[config.mk]
export PLATFORM = sky130hd
export DESIGN_NAME = hw_info_regs
export DESIGN_NICKNAME = d
export VERILOG_FILES = /design/src/rtl/hw_info_regs.sv
export SDC_FILE = /design/constraint.sdc
export NUM_CORES = 1
export LEC_CHECK = 0
export ABC_AREA = 1
export ABC_CLOCK_PERIOD_IN_PS = 2600
export CORE_ASPECT_RATIO = 0.8
export CORE_MARGIN = 8
export CORE_UTILIZATION = 39
export CTS_BUF_LIST = sky130_fd_sc_hd__clkbuf_4 sky130_fd_sc_hd__clkbuf_8
export CTS_CLUSTER_SIZE = 8
export DETAILED_ROUTE_END_ITERATION = 7
export GPL_TIMING_DRIVEN = 0
export PLACE_DENSITY = 0.63
export SYNTH_ARGS = -nofsm -noshare
export SYNTH_HDL_FRONTEND = slang
export SYNTH_SLANG_ARGS = --single-unit
[constraint.sdc]
create_clock -name Clk -period 2.6 [get_ports Clk]
set_clock_uncertainty 0.2 [all_clocks]
set_input_delay 0.52 -clock Clk [delete_from_list [all_inputs] [get_ports Clk]]
set_output_delay 0.52 -clock Clk [all_outputs]
set_load 0.05 [all_outputs]
[src/rtl/hw_info_regs.sv]
// Hardware-info register block for a VME slave: identity words, scratch registers and a 64-bit
// uptime counter with snapshot-on-read. Define HWINFO_BUILD_STAMP_EN to map a 32-bit build stamp.
module hw_info_regs #(
  parameter int unsigned DATA_W      = 16,  // 16 or 32
  parameter int unsigned ADDR_W      = 5,
  parameter int unsigned NUM_SCRATCH = 4,   // 1..8
  parameter int unsigned STD_VERSION = 1,
  parameter int unsigned PRESC_DIV   = 1    // 1..65535
) (
  input  logic                          Clk,
  input  logic                          rst_n,
  input  logic [ADDR_W:1]               VMEAddr,
  output logic [DATA_W-1:0]             VMERdData,
  input  logic [DATA_W-1:0]             VMEWrData,
  input  logic                          VMERdMem,
  input  logic                          VMEWrMem,
  output logic                          VMERdDone,
  output logic                          VMEWrDone,
  input  logic [63:0]                   serial_number_i,
  input  logic [23:0]                   fw_version_i,
  input  logic [23:0]                   mm_version_i,
`ifdef HWINFO_BUILD_STAMP_EN
  input  logic [31:0]                   build_stamp_i,
`endif
  output logic [NUM_SCRATCH*DATA_W-1:0] scratch_o,
  output logic [63:0]                   uptime_o
);

  localparam int unsigned WPR     = 64 / DATA_W;
  localparam int unsigned VPR     = 32 / DATA_W;
  localparam int unsigned SN_BASE = 1;
  localparam int unsigned FW_BASE = SN_BASE + WPR;
  localparam int unsigned MM_BASE = FW_BASE + VPR;
  localparam int unsigned UP_BASE = MM_BASE + VPR;
  localparam int unsigned SC_BASE = UP_BASE + WPR;
`ifdef HWINFO_BUILD_STAMP_EN
  localparam int unsigned BS_BASE = SC_BASE + NUM_SCRATCH;
`endif
  localparam logic [15:0] PRESC_LAST = 16'(PRESC_DIV - 1);

  // Word i of a multi-word item, word 0 being the most significant.
  function automatic logic [DATA_W-1:0] word64(logic [63:0] v, int unsigned i);
    logic [63:0] s;
    s = v >> (64 - DATA_W * (i + 1));
    return s[DATA_W-1:0];
  endfunction

  function automatic logic [DATA_W-1:0] word32(logic [31:0] v, int unsigned i);
    logic [31:0] s;
    s = v >> (32 - DATA_W * (i + 1));
    return s[DATA_W-1:0];
  endfunction

  logic [DATA_W-1:0]             rd_data_q, rd_data_d, rd_word;
  logic                          rd_done_q;
  logic                          wr_q, wr_done_q;
  logic [ADDR_W-1:0]             wr_addr_q;
  logic [DATA_W-1:0]             wr_data_q;
  logic [NUM_SCRATCH*DATA_W-1:0] scratch_q, scratch_d;
  logic [63:0]                   uptime_q, uptime_d, snap_q, snap_d;
  logic [15:0]                   presc_q, presc_d;
  logic [31:0]                   rd_addr, wr_addr;
  logic                          up_clr;

  assign rd_addr = 32'(VMEAddr);
  assign wr_addr = 32'(wr_addr_q);
  assign up_clr  = wr_q && (wr_addr == UP_BASE);

  // Combinational read decode; unmapped words fall through to zero.
  always_comb begin
    logic [NUM_SCRATCH*DATA_W-1:0] sc_sh;
    rd_word = '0;
    sc_sh   = '0;
    if (rd_addr == 32'd0) rd_word = DATA_W'(STD_VERSION);
    for (int unsigned i = 0; i < WPR; i++) begin
      if (rd_addr == SN_BASE + i) rd_word = word64(serial_number_i, i);
      if (rd_addr == UP_BASE + i) rd_word = (i == 0) ? word64(uptime_q, i) : word64(snap_q, i);
    end
    for (int unsigned i = 0; i < VPR; i++) begin
      if (rd_addr == FW_BASE + i) rd_word = word32({8'h00, fw_version_i}, i);
      if (rd_addr == MM_BASE + i) rd_word = word32({8'h00, mm_version_i}, i);
`ifdef HWINFO_BUILD_STAMP_EN
      if (rd_addr == BS_BASE + i) rd_word = word32(build_stamp_i, i);
`endif
    end
    for (int unsigned k = 0; k < NUM_SCRATCH; k++) begin
      if (rd_addr == SC_BASE + k) begin
        sc_sh   = scratch_q >> (k * DATA_W);
        rd_word = sc_sh[DATA_W-1:0];
      end
    end
  end

  always_comb begin
    rd_data_d = VMERdMem ? rd_word : rd_data_q;
    // Reading the MSW freezes the whole counter so the remaining words stay coherent.
    snap_d    = (VMERdMem && rd_addr == UP_BASE) ? uptime_q : snap_q;
  end

  always_comb begin
    scratch_d = scratch_q;
    if (wr_q) begin
      for (int unsigned k = 0; k < NUM_SCRATCH; k++) begin
        if (wr_addr == SC_BASE + k) scratch_d[k*DATA_W +: DATA_W] = wr_data_q;
      end
    end
  end

  always_comb begin
    presc_d  = presc_q + 16'd1;
    uptime_d = uptime_q;
    if (presc_q == PRESC_LAST) begin
      presc_d  = '0;
      uptime_d = uptime_q + 64'd1;
    end
    if (up_clr) begin
      presc_d  = '0;
      uptime_d = '0;
    end
  end

  always_ff @(posedge Clk) begin
    if (!rst_n) begin
      rd_data_q <= '0;
      rd_done_q <= 1'b0;
      wr_q      <= 1'b0;
      wr_done_q <= 1'b0;
      wr_addr_q <= '0;
      wr_data_q <= '0;
      scratch_q <= '0;
      uptime_q  <= '0;
      snap_q    <= '0;
      presc_q   <= '0;
    end else begin
      rd_data_q <= rd_data_d;
      rd_done_q <= VMERdMem;
      wr_q      <= VMEWrMem;
      wr_done_q <= wr_q;
      wr_addr_q <= VMEAddr;
      wr_data_q <= VMEWrData;
      scratch_q <= scratch_d;
      uptime_q  <= uptime_d;
      snap_q    <= snap_d;
      presc_q   <= presc_d;
    end
  end

  assign VMERdData = rd_data_q;
  assign VMERdDone = rd_done_q;
  assign VMEWrDone = wr_done_q;
  assign scratch_o = scratch_q;
  assign uptime_o  = uptime_q;

endmodule
Yosys cells after proc, flatten, opt, wreduce, memory -nomap -nowiden. Index checks and enable logic that the tools add are counted.

Flip-flop bits (word level): 232. Input bits: 137. Output and inout bits: 146. Logic and storage cells: 64.

Add/sub/neg operators: 2. Equal/unequal tests: 21. Muxes and demuxes: 17. Bitwise gates (word level): 1. Reduce and logical (&&, ||, !) cells: 10.

Operator list (number): 16-bit 2-to-1 mux (16); 64-bit by 1-bit adder with 64-bit output (second input constant) (1); 5-bit by 4-bit == test with 1-bit output (second input constant) (12); 32-bit zero test (1); 5-bit by 3-bit == test with 1-bit output (second input constant) (4); 16-bit by 1-bit adder with 16-bit output (second input constant) (1); 16-bit zero test (1); 5-bit by 2-bit == test with 1-bit output (second input constant) (2); 5-bit == test (second input constant) (2); 2-bit AND reduction (4); 5-bit by 1-bit == test with 1-bit output (second input constant) (1); 3-bit OR reduction (1); 1-bit logical AND (2); 2-bit OR reduction (1); 1-bit 2-to-1 mux (1); 1-bit NOT (1).

Logic depth before layout (Yosys ltp). Gate-level depths: netlist of the first run.

Depth in word-level cells: 18. Gate-level depth with buffers: 16. Gate-level depth less buffers: 15.

Worst setup path after synthesis of the first run. No wires, ideal clock.

Kind: flip-flop to flip-flop. Start: register uptime_q[0], in the netlist uptime_o[0]. End: register uptime_q[56], in the netlist uptime_o[56]. Setup time: 70 ps. Arrival time: 2290 ps. Data required time: 2330 ps. Slack: 40 ps. Cell stages (with the launch flop): 11. Path buffers: 0. Path through: dfxtp_1 -> ha_1 -> inv_2 -> nor2_1 -> nand4_2 -> nor2_4 -> nand4_4 -> nor3_2 -> nand4_1 -> or2_0 -> a21oi_1.

Word-level cells in the longest chain between the ends: 1.

Ends and longest elaborated chain: from (decl) (RTL line 60) `logic [63:0] uptime_q, uptime_d, snap_q, snap_d;`; from (signal assigned) (RTL line 142) `uptime_q <= uptime_d;`; 64-bit by 1-bit adder with 64-bit output (RTL line 114) `uptime_d = uptime_q + 64'd1;`.

No other way between the ends. A chain may end at the register's enable or synchronous reset.

Worst setup path after layout of the first run.
Start: register uptime_q[11], in the netlist uptime_o[11]. End: register uptime_q[58], in the netlist uptime_o[58].

Same word-level chain as after synthesis.

==> results of run 1 <==
-- final timing paths --
| path | startpoint | to | depth (start not counted) |
|---|---|---|---|
| worst min-delay path | VMEAddr[3] | wr_addr_q[2] | 3 |
| worst min register to register | presc_q[0] | presc_q[0] | 1 |
| worst max register to register | uptime_o[11] | uptime_o[58] | 9 |
| worst max-delay path | uptime_o[11] | uptime_o[58] | 9 |
-- synth_stat cells, types with 2 or more instances --
master    instances  share of area [%]
nand2_1         400                 13
nor2_1          234                7.4
dfxtp_1         232                 39
inv_1           225                7.1
a21oi_1         184                7.7
o21ai_0         120                5.0
nand4_1          74                3.9
nand3_1          70                2.9
clkbuf_1         64                2.0
nor3_1           37                1.6
xor2_1           34                2.5
nor4_1           17               0.89
inv_2            14               0.44
nor3_2           13                1.1
nor2_2            9               0.47
nor3b_1           6               0.38
or2_0             6               0.32
nand2_2           5               0.26
nor2_4            4               0.38
nor4_2            4               0.42
o211ai_1          4               0.25
o21a_1            4               0.25
buf_2             3               0.13
buf_4             3               0.19
clkinv_1          3              0.095
ha_1              3               0.32
o21ai_1           3               0.13
xnor2_1           3               0.22
a31oi_1           2               0.11
nor3_4            2               0.27
or2_2             2               0.11
-- layout by cell type (no fill, tap or decap), types with 9 or more instances in the layout --
master / instances
dfxtp_1: 223
nor2_2: 15
nand2_2: 9
inv_2: 18
nand3_1: 65
clkdlybuf4s50_1: 215
a21oi_1: 184
nand4_1: 74
clkbuf_4: 10
nor2_1: 221
dlygate4sd2_1: 54
nor3_2: 15
clkbuf_8: 55
inv_1: 221
xor2_1: 34
nor3_1: 31
o21ai_0: 119
nor4_2: 10
clkbuf_1: 59
nor2_4: 12
nand2_1: 395
buf_4: 26
-- power by group through the flow --
stage / Combinational, uW / Sequential (uW) / Clock [uW]
after floorplan: 253 / 3780 / 0
after global placement: 739 / 3740 / 0
after detailed placement: 740 / 3740 / 0
after CTS: 753 / 3660 / 3700
after global routing: 823 / 3660 / 3870
final: 778 / 3660 / 3660
-- worst register-to-register path, cell delays in order, from the launching register on --
cell,delay [ns]
dfxtp_1,0.42
inv_1,0.17
nor4_2,0.39
nand2_1,0.22
nor3_1,0.39
nand2_1,0.11
nor2_1,0.26
xor2_1,0.18
nand2_1,0.06
a21oi_1,0.12
-- metal layers --
metal  part of all wire [%]  track usage (%)  up-vias
li1                       -                -     6515
met1                     45             42.9     6525
met2                     41             40.8      717
met3                     11             7.93       90
met4                    2.5             8.60        2
met5                  0.023                0        -
-- stage by stage --
stage	instance area [um2]	TNS [ns]	cells
4_1_cts	16200	-0.0931	2567
5_1_grt	16500	-0.0593	2589
3_5_place_dp	15200	-55.45	2490
6_report	16500	0	2589
2_1_floorplan	11900	0	1798
3_3_place_gp	15200	-53.46	2490
-- flip-flops by register name, summed over array words and instances, names as in the netlist --
| name | cells |
|---|---|
| VMERdData | 16 |
| VMERdDone | 1 |
| VMEWrDone | 1 |
| presc_q | 16 |
| scratch_o | 64 |
| snap_q | 48 |
| uptime_o | 64 |
| wr_addr_q | 5 |
| wr_data_q | 16 |
| wr_q | 1 |
-- cell type report --
| class | count | share of cell area (%) |
|---|---|---|
| Tap cell | 413 | 3.13 |
| Timing Repair Buffer | 303 | 17.7 |
| Clock inverter | 5 | 0.212 |
| Sequential cell | 232 | 28.2 |
| Clock buffer | 65 | 5.04 |
| Inverter | 243 | 5.54 |
| Multi-Input combinational cell | 1253 | 38.3 |
| Buffer | 71 | 1.83 |
| Antenna cell | 4 | 0.0606 |
-- cell families after synthesis --
group           synth area share, %
simple gates                   34.0
compound gates                 13.8
buf+inv                        10.1
flops                          39.0
xor+xnor                       2.72
fa+ha+maj                     0.316
-- what timing repair did --
item | 4_1_cts | 5_1_grt
resized for setup | 96 | 57
pin swaps | 4 | 16
hold buffers | 0 | 0
setup endpoints to repair | 140 | 79
cloned | 0 | 1
buffers inserted | 7 | 17
==> summary.txt, run 1 <==
Die
  • Initial Utilization: approximately two fifths
  • Die Ht: between 150 and 200 um
  • Rows: between 50 and 60
  • Die area: about 36000 um2
  • Core footprint: 30200 um2
  • Io pins: about 280
  • Die W: between 200 and 250 um

Power
  • Leak: 0.00639 uW
  • Switching share of power: approximately a quarter
  • Combinational power share: under 10%
  • Internal power: 5950 uW
  • Flop pwr share: around 45%
  • Design Power: between 8000 and 9000 uW
  • PwrDens: 490 nW/um2
  • NetSw: around 2200 uW
  • Maximum vdd drop: about 350 uV
  • Clock Power Share: 45.1%

Clock network
  • Max Root-Sink Buffers: 3
  • Reg clk slew, reported paths: about 0.06 ns
  • H-tree depth: 2
  • Cts bufs inserted: 41
  • Clk Tree Root Cell: clkbuf_8
  • Clk sinks: 232
  • Clock latency at the later pin of the worst-skew pair: between 0.5 and 0.6 ns
  • CTS tree: done

Cells and area
  • Layout cell share with drive strength beyond 1: ~10%
  • Final net count: ~2.3k
  • Area occupied by registers: about 4700 um2
  • Multi-input logic area: 6330 um2
  • Area Growth Syn to Fin: 38.9%
  • Layout Utilization: 54.8%
  • Filler cell count: slightly above 3k

Logic synthesis
  • Asr flop ratio synth: 0%
  • Register area share after synthesis: 39.0%
  • Top_reg_cell synth: dfxtp_1
  • Number of enable flip-flop cells after synthesis: 0
  • Post-synthesis cell count: roughly 1.8k
  • Yosys cell types: 45
  • #FFs+latches synth: between 200 and 250
  • Yosys warns: 0
  • Syn Std Cell Area: between 10000 and 15000 um2
  • Syn Area/Cell: about 6.6 um2
  • Post-Synthesis Net Count: between 1.5k and 2k

Setup path
  • Critical path's top delay family: simple AND/OR/NAND/NOR gates
  • Slack of the worst reg-to-reg path: 0.03 ns
  • Crit path buffers/inverters: 1
  • Worst Setup End Kind: register
  • Most frequent CP cell: nand2_1
  • Max FO, Critical Path: 5
  • CP max-delay cell: dfxtp_1
  • CP max stage delay: around 0.42 ns
  • Critical path cell sequence: inv_1, nor4_2, nand2_1, nor3_1, nand2_1, nor2_1, xor2_1, nand2_1, a21oi_1
  • Worst path required time: about 2.9 ns
  • Arrival @ worst endpoint: ~2.9 ns
  • CP Launch Type: register
  • Critical path class: register to register

GRT
  • Number of global-route vias before repair: 12.4k
  • Initial antenna violation count: 5
  • Total gr overflow: 0
  • First-pass GRT wire length: between 70000 and 80000 um
  • Largest net degree at the start of global routing: 12
  • Gr usage total: between 20% and 30%

Detailed routing
  • # DRC: 0
  • Post-route ant nets: 0
  • Initial DRT Pass Iterations: 5
  • Via count: roughly 14k
  • Final WL: 56100 um
  • Via density: 5.35
  • WL/cell: around 22 um
  • Starting DRT DRC Count: around 1.7k

STA
  • WHS: around 0.078 ns
  • Setup-failing EPs final: 0
  • Fmax: between 300 and 400 MHz
  • Worst Tran Pin Value: about 0.75 ns
  • Hold Fails Final Rpt: 0
  • Max Slew Vio Count: 0
  • Setup WS post-layout: 0.0261 ns
  • Post-route minimum period: 2.57 ns
  • Slew margin rel.: between 40 and 50%
  • Final critical-path share of the clock period: a little over nine tenths

Placed design
  • Pre-CTS WS: -1.19 ns
  • Hpwl dp: approximately 45000 um
  • IO buf count: between 200 and 300
  • GPL Wtd Cong: approximately 1.0

Run
  • Max Cap Viol: 0

Worst hold path
  • Hold crit path type: input port to register

Run status
  • Status: finished clean
Note: power is estimated with default switching activity, not from simulation.
==> run 2, diff against run 1 <==
Settings changed: CORE_UTILIZATION 39 to 45, PLACE_DENSITY 0.63 to 0.71.
==> run 2 against run 1 <==
Net effect:
- clock-buffer cell count down 8
- via count shrank 0.11%
- wire length shrank 3.6%
- highest routed layer unchanged
- critical path type is now register to primary output
==> summary.txt, run 2 (synthesized netlist as in run 1, its figures left out) <==
Worst hold path
  • Hold crit path type: input port to register
  • Hold wc startpoint: VMEAddr[3]

Power
  • Maximum vdd drop: 353 uV (-0.32%)
  • Leak: 0.00635 uW (-0.68%)
  • PwrDens: 484 nW/um2 (-1.3%)

Die
  • Die W: 198 um (-6.4%)
  • Rows: 53 (-7.0%)
  • Initial Utilization: 45.5% (+6.1 points)
  • Io pins: 283 (unchanged)
  • Die Ht: 161 um (-6.3%)
  • Core footprint: 26100 um2 (-13%)
  • Die area: 31900 um2 (-12%)

Setup path
  • CP max-delay cell: clkdlybuf4s50_1
  • Critical path cell sequence: clkdlybuf4s50_1
  • CP max stage delay: 0.86 ns (+0.44 ns)
  • Crit path buffers/inverters: 1 (unchanged)
  • Reg-to-Reg Start: presc_q[0]
  • Critical path class: register to primary output
  • Max FO, Critical Path: 3 (-2)
  • Worst Setup End Kind: primary output
  • Arrival @ worst endpoint: 1.87 ns (-1.01 ns)
  • Critical path launch point: scratch_o[19]
  • CP Launch Type: register
  • Critical path's top delay family: buffers and inverters
  • Worst path required time: 1.88 ns (-1.03 ns)

STA
  • Setup TNS Final: 0 ns (unchanged)
  • Post-route minimum period: 2.59 ns (+0.0147 ns)
  • Final critical-path share of the clock period: 99.6% (+0.57 points)
  • Setup-failing EPs final: 0 (unchanged)
  • Slew margin rel.: 44.5% (-5.2 points)
  • Hold Fails Final Rpt: 0 (unchanged)
  • WHS: 0.120 ns (+0.0420 ns)
  • Worst Tran Pin Value: 0.825 ns (+0.0704 ns)
  • RSZ-0062 raised after global routing: true
  • Fmax: 386 MHz (-0.57%)
  • Max Slew Vio Count: 0 (unchanged)

GRT
  • Number of global-route vias before repair: 12.6k (+1.5%)
  • Initial antenna violation count: 3 (-2)
  • Total gr overflow: 0 (unchanged)
  • Largest net degree at the start of global routing: 11 (-1)
  • First-pass GRT wire length: 78600 um (-1.3%)
  • Gr usage total: 32.2% (+3.0 points)

Detailed routing
  • Post-route ant nets: 0 (unchanged)
  • Final WL: 54100 um (-3.6%)
  • # DRC: 0 (unchanged)
  • Starting DRT DRC Count: 1783 (+2.1%)
  • Via count: 13.8k (-0.11%)
  • Initial DRT Pass Iterations: 6 (+1)
  • WL/cell: 21.4 um (-1.1%)
  • Via density: 5.48 (+2.5%)

Clock network
  • Clk sinks: 232 (unchanged)
  • Clk Tree Root Cell: clkbuf_8
  • Clock latency at the later pin of the worst-skew pair: 0.55 ns (-0.03 ns)
  • CTS tree: done
  • Cts bufs inserted: 40 (-2.4%)
  • Max Root-Sink Buffers: 3 (unchanged)
  • Reg clk slew, reported paths: 0.06 ns (about the same)
  • H-tree depth: 2 (unchanged)
  • # hold bufs at CTS: 0 (unchanged)

Placed design
  • GPL Wtd Cong: 1.05 (+5.3%)
  • IO buf count: 279 (unchanged)
  • Hpwl dp: 43100 um (-4.7%)

Run status
  • Status: finished clean

Cells and area
  • Most frequent cells in the layout: 391 x nand2_1, 239 x clkdlybuf4s50_1, 221 x inv_1
  • Area Growth Syn to Fin: 39.0%
  • Commonest non-fill, non-tap cell in the layout: nand2_1
  • Final net count: 2281 (-0.18%)
  • Layout cell share with drive strength beyond 1: 10.6% (+0.26 points)

Run
  • Max Cap Viol: 0 (unchanged)
## run 2: cell count changes in the layout (fill, tap and decap cells not counted), sizes merged
cell	delta
nor2	-1
dlygate4sd2	-24
clkbuf	-5
diode	-3
clkinvlp	+2
clkdlybuf4s50	+24
clkdlybuf4s15	-1
bufinv	+2
clkinv	+1
inv	-1
buf	-4
## run 2: through the flow
stage	util (%)	power (uW)	worst slack, ns	cell area (um2)	cells
finish	63.3	8000	0.0114	16500	2523
global route	63.3	8220	-0.144	16500	2523
CTS	61.5	7980	0.000725	16100	2504
detailed placement	57.9	4460	-1.10	15100	2434
global placement	57.9	4460	-1.11	15100	2434
floorplan	-	4030	0.0397	11900	1798
## run 2: metal layers
layer / routed length (um) / track usage [%] / vias to the layer above
met4: 1130 / 7.76 / 4
met5: 23 / 0 / -
met2: 21700 / 44.3 / 797
li1: - / - / 6508
met3: 7440 / 11.9 / 82
met1: 23800 / 46.4 / 6443
## run 2: power by group
part | internal, uW | switching, uW | total, uW
clock | 2000 | 1570 | 3570
sequential | 3600 | 57.3 | 3660
combinational | 315 | 462 | 777
total | 5910 | 2090 | 8000
## run 2: worst paths after layout
kind                    to  depth (start not counted)  slack, ns
max          scratch_o[19]                          1       0.01
min           wr_addr_q[2]                          3       0.12
max reg2reg   uptime_o[34]                         14       0.02
min reg2reg      snap_q[6]                          2       0.25
## run 2: area by class of cell
cell class	count	area (um2)
fill	2508	9580
timing repair buffer	301	2940
antenna	1	2.50
inverter	243	925
sequential	232	4670
buffer	71	314
clock buffer	57	728
tap	357	447
multi-input combinational	1252	6410
clock inverter	9	101
## run 2: repair_timing
action	in CTS	in global routing
gates resized for setup	68	91
pin swaps	3	20
setup buffers	4	17
setup endpoints to repair	111	103
cloned	0	1
hold endpoints to repair	0	0
==> run 3, diff against run 2 <==
Settings changed: ABC_CLOCK_PERIOD_IN_PS 2600 to 2550.
Clock period 2.6 ns to 2.55 ns, I/O delays scaled along.
==> run 3 against run 2 <==
Net effect:
- the run now ends with negative setup slack left
- power rose by 0.94%
- clock power barely moved
- sequential share of layout area decreased by 0.22 points
- utilization grew 0.50 points
- sequential cell count unchanged
- register-to-register slack about the same
- design area increased by 0.79%
- final cell count rose by 0.32%
- non-clock buffer count up 2
- critical path depth increased by 13
- worst hold slack got worse by 0.017 ns
==> summary.txt, run 3 (synthesized netlist as in run 1, its figures left out) <==
Run status
  • Status: complete, but fails checks
  • Failing checks: negative setup slack

Clock network
  • Clock latency at the later pin of the worst-skew pair: 0.55 ns (about the same)
  • Reg clk slew, reported paths: 0.06 ns (about the same)
  • Clk sinks: 232 (unchanged)
  • # hold bufs at CTS: 0 (unchanged)
  • H-tree depth: 2 (unchanged)
  • Cts bufs inserted: 40 (unchanged)
  • Clk Tree Root Cell: clkbuf_8
  • Max Root-Sink Buffers: 3 (unchanged)
  • CTS tree: done

Placed design
  • IO buf count: 279 (unchanged)
  • Pre-CTS WS: -1.12 ns (-0.0256 ns)
  • GPL Wtd Cong: 1.04 (-1.4%)
  • Hpwl dp: 43400 um (+0.57%)

Detailed routing
  • Initial DRT Pass Iterations: 7 (+1)
  • Final WL: 54600 um (+1.0%)
  • Post-route ant nets: 0 (unchanged)
  • Starting DRT DRC Count: 1740 (-2.4%)
  • # DRC: 0 (unchanged)
  • WL/cell: 21.6 um (+0.68%)
  • Via density: 5.47 (-0.15%)
  • Via count: 13.9k (+0.17%)

Setup path
  • CP max stage delay: 0.25 ns (-0.61 ns)
  • Critical path class: input port to register
  • Arrival @ worst endpoint: 2.74 ns (+0.87 ns)
  • Worst Setup End Kind: register
  • CP Launch Type: input port
  • Critical path cell sequence: clkdlybuf4s15_1, buf_6, nand2_8, inv_1, nand2_2, o211ai_1, nor2_1, nand4_1, nand2_1, nand2_1, nor2_2, nand4_1, nand2_1, a21oi_1
  • CP max-delay cell: clkdlybuf4s15_1
  • Crit path buffers/inverters: 3 (+2)
  • Most frequent CP cell: nand2_1
  • Critical path's top delay family: simple AND/OR/NAND/NOR gates
  • Max FO, Critical Path: 7 (+4)
  • Worst path required time: 2.73 ns (+0.85 ns)

STA
  • Final critical-path share of the clock period: 100%
  • Setup WS post-layout: -0.00463 ns (-0.0160 ns)
  • Slew margin rel.: 49.1% (+4.6 points)
  • RSZ-0062 raised after global routing: true
  • Setup-failing EPs final: 1 (+1)
  • Fmax: a little under 400 MHz
  • Max Slew Vio Count: 0 (unchanged)
  • Worst Tran Pin Value: 0.763 ns (-0.0621 ns)
  • Post-route minimum period: between 2 and 3 ns
  • Hold Fails Final Rpt: 0 (unchanged)

Power
  • PwrDens: 484 nW/um2 (+0.16%)
  • Design Power: 8080 uW (+0.94%)
  • Maximum vdd drop: 374 uV (+5.7%)
  • Leak: 0.00668 uW (+5.2%)

Cells and area
  • Layout cell share with drive strength beyond 1: 11.6% (+0.95 points)
  • Commonest non-fill, non-tap cell in the layout: nand2_1
  • Final net count: 2283 (+0.088%)
  • Area Growth Syn to Fin: 40.1%
  • Most frequent cells in the layout: 385 x nand2_1, 220 x inv_1, 219 x dfxtp_1

GRT
  • Initial antenna violation count: 8 (+5)
  • Largest net degree at the start of global routing: 11 (unchanged)
  • Number of global-route vias before repair: 12.5k (-0.80%)
  • Total gr overflow: 0 (unchanged)
  • Gr usage total: 32.1% (-0.12 points)
  • First-pass GRT wire length: 77900 um (-0.90%)

Die
  • Die area: 31900 um2 (unchanged)
  • Io pins: 283 (unchanged)
  • Die W: 198 um (unchanged)
  • Die Ht: 161 um (unchanged)
  • Initial Utilization: 45.5% (unchanged)
  • Rows: 53 (unchanged)
  • Core footprint: 26100 um2 (unchanged)

Worst hold path
  • Hold crit path type: input port to register

Run
  • Max Cap Viol: 0 (unchanged)
==> run 3: where the power goes <==
part | internal [uW] | switching, uW
Clock | 1950 | 1590
Sequential | 3670 | 60.2
Combinational | 325 | 477
==> run 3: worst paths after layout <==
path                                       to  cells after the start  slack (ns)       start
worst min register to register     presc_q[0]                      1        0.24  presc_q[0]
worst max register to register   uptime_o[55]                     11        0.01  presc_q[0]
worst max-delay path            VMERdData[10]                     14      -0.005  VMEAddr[4]
worst min-delay path             wr_addr_q[2]                      3        0.10  VMEAddr[3]
==> run 3: area by class of cell <==
class / count / area (um2)
fill: 2528 / 9450
multi-input combinational: 1252 / 6540
sequential: 232 / 4670
timing repair buffer: 303 / 2950
inverter: 243 / 917
clock buffer: 60 / 782
tap: 357 / 447
buffer: 71 / 312
clock inverter: 7 / 41.3
antenna: 6 / 15.0
==> run 3: layer usage <==
metal  global-route usage, %  wire (um)  up-vias
met5                       0         27        -
met4                    8.13       1020        4
met3                    12.4       7590       70
met2                    43.2      21900      818
met1                    46.4      24100     6439
li1                        -          -     6526
==> run 3: worst register-to-register path, cell delays in order (launching register included) <==
cell and delay (ns):
dfxtp_4 0.35, inv_2 0.06, ha_4 0.13, nand4_1 0.13, nor4_4 0.36, nand2_2 0.17
buf_12 0.19, nor3b_4 0.30, nand2_2 0.14, nor3_2 0.15, xor2_1 0.17, nor2_1 0.05
==> run 3: metrics by stage <==
| stage | area (um2) | TNS (ns) | utilization [%] | cells | hold WS [ns] |
|---|---|---|---|---|---|
| floorplan | 11900 | 0 | - | 1798 | 0.220 |
| global placement | 15100 | -49.07 | 57.9 | 2434 | 0.240 |
| detailed placement | 15100 | -51.83 | 57.9 | 2434 | 0.245 |
| CTS | 16100 | 0 | 61.5 | 2504 | 0.0783 |
| global route | 16700 | -1.24 | 63.8 | 2531 | 0.101 |
| finish | 16700 | -0.00463 | 63.8 | 2531 | 0.103 |
==> run 3: timing repair <==
item	in CTS	in global routing
cloned	0	1
pin swaps	8	32
setup buffers	3	20
resized for setup	92	124
endpoints found under the setup margin	129	76
